**config.mk**
```make
export PLATFORM = sky130hd
export DESIGN_NAME = spi_frame_rx
export DESIGN_NICKNAME = d
export VERILOG_FILES = /design/src/rtl/spi_frame_rx.sv
export SDC_FILE = /design/constraint.sdc
export NUM_CORES = 1
export LEC_CHECK = 0
export BUFFER_PORTS_ARGS = -buffer_cell sky130_fd_sc_hd__buf_4
export CAP_MARGIN = 10
export CORE_AREA = 2 2 97 99
export DETAILED_ROUTE_END_ITERATION = 7
export DIE_AREA = 0 0 99 101
export GPL_TIMING_DRIVEN = 0
export PLACE_DENSITY_LB_ADDON = 0.15
export SLEW_MARGIN = 40
export SYNTH_ARGS = -nofsm -noshare
export SYNTH_HDL_FRONTEND = slang
export SYNTH_SLANG_ARGS = --single-unit
```
**constraint.sdc**
```tcl
create_clock -name clk -period 4.2 [get_ports clk]
set_input_delay 0.21 -clock clk [delete_from_list [all_inputs] [get_ports clk]]
set_output_delay 0.21 -clock clk [all_outputs]
set_load 0.005 [all_outputs]
```
**src/rtl/spi_frame_rx.sv**
```systemverilog
// Frame receiver behind the SPI slave: recovers byte strobes from the slave bit counter,
// parses SYNC/ROW/DATA[/CSUM] frames and commits rows. Checksum stage enabled by FRAME_CSUM_EN.
module spi_frame_rx #(
  parameter int          ROWS      = 16,
  parameter int          ROW_BYTES = 4,
  parameter logic [7:0]  SYNC_BYTE = 8'hA5,
  localparam int         RW        = (ROWS > 1) ? $clog2(ROWS) : 1,
  localparam int         DW        = 8 * ROW_BYTES
) (
  input  logic          clk,
  input  logic          reset,
  input  logic [7:0]    spi_q,
  input  logic          spi_cnt2,
  output logic [7:0]    spi_d,
  output logic          wr_en,
  output logic [RW-1:0] wr_row,
  output logic [DW-1:0] wr_data,
  output logic          frame_err,
  output logic          busy
);

  localparam int             IW       = (ROW_BYTES > 1) ? $clog2(ROW_BYTES) : 1;
  localparam logic [IW-1:0]  LAST_IDX = IW'(ROW_BYTES - 1);
  localparam logic [8:0]     ROWS_LIM = 9'(ROWS);

`ifdef FRAME_CSUM_EN
  typedef enum logic [1:0] {IDLE, ROW, DATA, CSUM} state_t;
`else
  typedef enum logic [1:0] {IDLE, ROW, DATA} state_t;
`endif

  logic          sync1_q, sync2_q, hist_q;
  logic          byte_stb;
  state_t        state_q, state_d;
  logic [RW-1:0] row_q, row_d;
  logic [IW-1:0] idx_q, idx_d;
  logic [DW-1:0] buf_q, buf_d, buf_ins;
  logic          wr_en_q, wr_en_d;
  logic [RW-1:0] wr_row_q, wr_row_d;
  logic [DW-1:0] wr_data_q, wr_data_d;
  logic          frame_err_q, frame_err_d;
  logic          busy_q, busy_d;
  logic          last_ok_q, last_ok_d;
  logic [5:0]    err_cnt_q, err_cnt_d;
  logic [7:0]    status_q, status_d;
  logic          do_commit, do_err;
  logic [DW-1:0] commit_data;
`ifdef FRAME_CSUM_EN
  logic [7:0]    csum_q, csum_d;
`endif

  // Slave counter bit 2 falls when the counter wraps 7->0, i.e. a byte has just completed.
  assign byte_stb = hist_q & ~sync2_q;

  always_comb begin
    state_d     = state_q;
    row_d       = row_q;
    idx_d       = idx_q;
    buf_d       = buf_q;
    wr_en_d     = 1'b0;
    wr_row_d    = wr_row_q;
    wr_data_d   = wr_data_q;
    frame_err_d = 1'b0;
    last_ok_d   = last_ok_q;
    err_cnt_d   = err_cnt_q;
    do_commit   = 1'b0;
    do_err      = 1'b0;
    commit_data = buf_q;
    buf_ins     = buf_q;
    buf_ins[idx_q*8 +: 8] = spi_q;
`ifdef FRAME_CSUM_EN
    csum_d      = csum_q;
`endif

    if (byte_stb) begin
      case (state_q)
        IDLE: begin
          if (spi_q == SYNC_BYTE) state_d = ROW;
        end
        ROW: begin
          if ({1'b0, spi_q} < ROWS_LIM) begin
            row_d   = spi_q[RW-1:0];
            idx_d   = '0;
            state_d = DATA;
`ifdef FRAME_CSUM_EN
            csum_d  = 8'h00;
`endif
          end else begin
            do_err  = 1'b1;
            state_d = IDLE;
          end
        end
        DATA: begin
          buf_d = buf_ins;
          idx_d = idx_q + IW'(1);
`ifdef FRAME_CSUM_EN
          csum_d = csum_q ^ spi_q;
          if (idx_q == LAST_IDX) state_d = CSUM;
`else
          // Without a checksum the last data byte completes the frame.
          if (idx_q == LAST_IDX) begin
            do_commit   = 1'b1;
            commit_data = buf_ins;
            state_d     = IDLE;
          end
`endif
        end
`ifdef FRAME_CSUM_EN
        CSUM: begin
          if (spi_q == (8'(row_q) ^ csum_q)) do_commit = 1'b1;
          else                               do_err    = 1'b1;
          state_d = IDLE;
        end
`endif
        default: state_d = IDLE;
      endcase
    end

    if (do_commit) begin
      wr_en_d   = 1'b1;
      wr_row_d  = row_q;
      wr_data_d = commit_data;
      last_ok_d = 1'b1;
    end
    if (do_err) begin
      frame_err_d = 1'b1;
      last_ok_d   = 1'b0;
      if (err_cnt_q != 6'h3F) err_cnt_d = err_cnt_q + 6'd1;
    end

    busy_d   = (state_d != IDLE);
    status_d = {busy_d, last_ok_d, err_cnt_d};
  end

  always_ff @(posedge clk or negedge reset) begin
    if (!reset) begin
      sync1_q     <= 1'b0;
      sync2_q     <= 1'b0;
      hist_q      <= 1'b0;
      state_q     <= IDLE;
      row_q       <= '0;
      idx_q       <= '0;
      buf_q       <= '0;
      wr_en_q     <= 1'b0;
      wr_row_q    <= '0;
      wr_data_q   <= '0;
      frame_err_q <= 1'b0;
      busy_q      <= 1'b0;
      last_ok_q   <= 1'b0;
      err_cnt_q   <= '0;
      status_q    <= 8'h00;
`ifdef FRAME_CSUM_EN
      csum_q      <= 8'h00;
`endif
    end else begin
      sync1_q     <= spi_cnt2;
      sync2_q     <= sync1_q;
      hist_q      <= sync2_q;
      state_q     <= state_d;
      row_q       <= row_d;
      idx_q       <= idx_d;
      buf_q       <= buf_d;
      wr_en_q     <= wr_en_d;
      wr_row_q    <= wr_row_d;
      wr_data_q   <= wr_data_d;
      frame_err_q <= frame_err_d;
      busy_q      <= busy_d;
      last_ok_q   <= last_ok_d;
      err_cnt_q   <= err_cnt_d;
      status_q    <= status_d;
`ifdef FRAME_CSUM_EN
      csum_q      <= csum_d;
`endif
    end
  end

  assign spi_d     = status_q;
  assign wr_en     = wr_en_q;
  assign wr_row    = wr_row_q;
  assign wr_data   = wr_data_q;
  assign frame_err = frame_err_q;
  assign busy      = busy_q;

endmodule
```
**Word-level counts from Yosys, hierarchy flattened**

Cells that the tools add are included.

- Register bits after elaboration: 97
- Memories kept: 0
- Bits in latches: 0
- Bits in writable memories: 0
- ROM bits: 0
- Input port bits: 11

- Divide/modulo/power cells: 0
- Reduce and logical (&&, ||, !) cells: 6
- Bitwise operators: 2
- Multiply operators: 0
- Shift-type cells: 2
- Eq/ne operators: 6
- Multiplexer cells: 23
- Add/sub/neg operators: 3
- $lt $le $gt $ge: 1

Operators by type and width:

| cell | count |
|---|---|
| $mux 32 | 3 |
| $neg 5->34 | 1 |
| $shift 8x34->32 const A | 1 |
| $shiftx 8x34->32 | 1 |
| $bwmux 32 | 1 |
| $mux 6 | 2 |
| $mux 1 | 10 |
| $mux 2 | 5 |
| $eq 8x8->1 const B | 1 |
| $lt 8x5->1 const B | 1 |
| $add 6x1->6 const B | 1 |
| $ne 6x6->1 const B | 1 |
| $pmux 2 s3 | 1 |
| $reduce_and 3->1 | 2 |
| $eq 2x2->1 const B | 2 |
| $pmux 2 s2 | 1 |
| $reduce_bool 2->1 | 2 |
| $add 2x1->2 const B | 1 |
| $eq 2x1->1 const B | 1 |
| $logic_not 2->1 | 1 |
| $ne 2x2->1 const B | 1 |
| $reduce_and 2->1 | 1 |
| $and 1x1->1 | 1 |
| $not 1->1 | 1 |

**Longest topological paths before layout**

- Depth after elaboration: 6
- Mapped depth: 8
- Mapped depth without buffers: 6

**Least setup slack after synthesis**

Ideal clock, no wire load.

- Path kind: register -> register
- Start point: register idx_q[0]
- End point: register buf_q[16]
- Stages on the path, launching flop included: 8
- Period minus slack after synthesis: 1,861 ps
- Required time: 4,079 ps
- Path slack: 2,339 ps
- Library setup time: 121 ps
- Data arrival time: 1,740 ps
- Path through: dfrtp_1 inv_1 ha_1 and4b_1 buf_6 and2_1 buf_6 a22o_1

- Longest elaborated chain between the ends: 3
- Elaborated cells between the ends (all ways): 4

Ends and longest elaborated chain:

| what | RTL line | text |
|---|---|---|
| from (decl) | 36 | `logic [IW-1:0] idx_q, idx_d;` |
| from (signal assigned) | 161 | `idx_q <= idx_d;` |
| $neg 5->34 (*) | 70 | `buf_ins[idx_q*8 +: 8] = spi_q;` |
| $shiftx 8x34->32 or $shift 8x34->32 (tied branches) | 70 |  |
| $bwmux 32 (*) | 70 |  |
| to (signal assigned) | 162 | `buf_q <= buf_d;` |
| to (decl) | 37 | `logic [DW-1:0] buf_q, buf_d, buf_ins;` |

Every way passes the cells marked *; elsewhere a longest branch is shown, timed or not.
A chain may end at the register's enable or synchronous reset.

**Worst setup path in the final report**

- Start point: register idx_q[0]
- End point: register wr_data_q[13], in the netlist wr_data[13]

- Longest elaborated chain between the ends: 6
- Elaborated cells between the ends (all ways): 11

Ends and longest elaborated chain:

| what | RTL line | text |
|---|---|---|
| $neg 5->34 | 70 |  |
| $shiftx 8x34->32 or $shift 8x34->32 (tied branches) | 70 |  |
| $bwmux 32 | 70 |  |
| $mux 32 | 101 | `if (idx_q == LAST_IDX) begin` |
| $mux 32 | 76 | `case (state_q)` |
| $mux 32 | 75 | `if (byte_stb) begin` |
| to (signal assigned) | 165 | `wr_data_q <= wr_data_d;` |
| to (decl) | 40 | `logic [DW-1:0] wr_data_q, wr_data_d;` |

Parallel ways exist; a longest one is shown, timed or not.

==> impl_results.md <==
* Max-cap check violation count at 0
* Max-slew headroom at ~53%
* Die Y at 101 um
* CP Capture Type: flip-flop
* Remaining DRCs at 0
* Slew Viols, Final at 0
* CTS tree: done
* Worst Max-Slew Pin Slew at around 0.71 ns
* Pleak at approximately 2.2 nW
* Vias at between 2000 and 3000
* Placed insts at approximately 520
* Pwr/cell area at 574.2 nW/um^2
* RSZ-0062 raised after global routing: false
* Nets at between 400 and 500
* Core Box Area at 8977 sq um
* Avg Cell Area, Syn at 11.19 sq um
* Final antenna-violating net count at 0
* Synth async-reset ratio at 100.0%
* Most common cell after layout, fill and taps aside: dfrtp_1
* CP Class: flip-flop to flip-flop
* Grt ovf at 0
* Resized Gates After CTS at 0
* Most frequent cells in the layout: 89 x dfrtp_1, 64 x a21oi_1, 56 x buf_4
* Global-route wire length before repair at roughly 15000 um
* Synth top area cells: dfrtp_1 56%, a21oi_1 8.1%, a22o_1 6.2%
* Area delta synth->final at 17.62%
* Vias in the first global route at 2831
* Die extent in x at between 90 and 100 um
* Final hold viol count at 0
* Clock buffer depth at 2
* Clock skew at between 0.01 and 0.015 ns
* Initial DRC Count at 135
* Critical path fanouts, max at 10
* CTS Buf Count at 9
* Synth area leader: dfrtp_1
* # port buffers at 51
* Fin util at between 50% and 60%
* Diode count at 0
* Final WS setup at 1.983 ns
* Status: finished clean
* Crit path DAT at 2.44 ns
* Max Fclk at ~0.45 GHz
* Post-Layout Cell Count at 532
* Antenna violations before repair at 0
* Unique cell type count in the Yosys netlist at between 40 and 50
* Share of layout cells above drive strength 1 at approximately 26%
* Critical path launch point type: flip-flop
* IO Pins at 58
* Main synth FF type: dfrtp_1
* Hold Crit Class: input port to flip-flop
* Dpl ws at 2.000 ns
* Worst skew pair latency at between 0.3 and 0.4 ns
* Filler instances at 850
* TNS Setup at 0 ns
* Req. time, crit path at roughly 4.4 ns
* Seq/Total Area, Yosys at between 50% and 60%
* Detailed Route WL at between 8000 and 9000 um
* Largest net degree at the start of global routing at 90
* Min Tclk post-route at ~2.2 ns
* Cell count after synthesis at 354
* YS warnings at 0
* Peak supply drop at ~220 uV
* # clock sinks at a little under 90
* Clock Root Buffer: clkbuf_8
* Crit share post-route at between 50% and 60%
* Routed WL per cell at ~16 um
* Final Wtd Congestion at about 0.73
* Vias per cell at ~5.4
* Area of the multi-input gates at 1524 sq um
* Mapped Area at 3961 sq um
* Drt pass-1 iters at 4
* Hold_ws at 0.1747 ns
* Initial Util at between 40% and 50%
* Die area at between 9000 and 10000 sq um
* H-Tree Level Count at 3
* #FFs+latches synth at roughly 90
* Post-synth top area share at between 50 and 60%
* DPL Wire Length at ~5600 um
* Row Count at 35
* Post-synthesis net count at about 370
* CTS clk-pin slew, worst paths at ~0.080 ns
* EDFF count, synth at 0
* Final setup violation count at 0
* Seq. cell area at about 2200 sq um
* Tot GR Track Use at between 10% and 20%
-- cells in the mapped netlist, types with 2 or more instances --
master and instances:
dfrtp_1 89, a21oi_1 64, nor2_1 39, a22o_1 28, nor2b_1 26, buf_2 12, nand2_1 11, mux2_2 9
buf_6 8, ha_1 7, and2b_1 6, buf_4 6, a32o_1 5, and2_1 3, inv_1 3, nand3_1 3
nor3_1 3, o21ai_0 3, and3_1 2, nand2b_1 2, nor3b_1 2, nor4bb_1 2
-- state kept, by name (all words and copies together), names as in the netlist, 2 cells and up --
name,count
wr_data,32
spi_d,7
state_q,2
row_q,4
idx_q,2
wr_row,4
buf_q,32
-- worst paths after layout --
kind                       startpoint  slack [ns]           to  depth (start not counted)
hold reg to reg               sync1_q        0.36      sync2_q                          0
setup / recovery             idx_q[0]        1.98  wr_data[13]                          8
setup reg to reg             idx_q[0]        1.98  wr_data[13]                          8
hold / removal               spi_q[0]        0.17     buf_q[0]                          2
min in group asynchronous       reset        0.46        wr_en                          2
max in group asynchronous       reset        3.23    buf_q[27]                          2
-- cell type report --
type / count / area share [%]
plain buffers: 26 / 4.189
clock buffers: 10 / 2.739
clock inverters: 4 / 0.4834
inverters: 4 / 0.3222
multi-input cells: 235 / 32.71
flip-flops and latches: 89 / 47.80
well taps: 111 / 2.981
repair buffers: 53 / 8.781
-- stage by stage --
| step | cell area [sq um] | power (mW) |
|---|---|---|
| floorplan | 3961 | 1.797 |
| global placement | 4483 | 2.191 |
| detailed placement | 4487 | 2.209 |
| CTS | 4657 | 2.706 |
| global route | 4659 | 2.872 |
| finish | 4659 | 2.675 |
-- kinds of logic after synthesis --
group / Yosys count / share of synthesized area [%]
AO/OA/AOI/OAI: 104 / 16.71
XOR/XNOR: 2 / 0.4423
adder cells (fa/ha/maj): 7 / 2.211
buffers and inverters: 30 / 5.306
flip-flops: 89 / 56.22
multiplexers: 11 / 3.222
AND/OR/NAND/NOR: 111 / 15.89
-- timing repair --
item,CTS,global route
buffers inserted,0,0
hold buffers,2,0
hold endpoints to repair,90,0
-- per-layer routing --
| layer | GRT usage [%] | up-vias | wire (um) |
|---|---|---|---|
| met3 | 2.843 | 10 | 386 |
| met2 | 27.91 | 61 | 3982 |
| met1 | 27.17 | 1418 | 4180 |
| met4 | 6.006 | 0 | 116 |
| li1 | - | 1359 | - |
| met5 | 0 | - | 0 |
-- report_power, final --
group	leakage (nW)	switching, mW	internal, mW	total, mW
combinational	1.01	0.416	0.493	0.910
clock	0.0778	0.283	0.206	0.489
sequential	1.13	0.155	1.12	1.28
total	2.22	0.855	1.82	2.68
-- critical path, cell delays in order, from the launching register on --
cell	delay, ns
dfrtp_1	0.50
inv_1	0.24
ha_1	0.27
buf_2	0.24
and3b_1	0.26
and2_1	0.17
buf_2	0.15
a21oi_1	0.18
a21oi_1	0.09
Note: power is estimated with default switching activity, not from simulation.
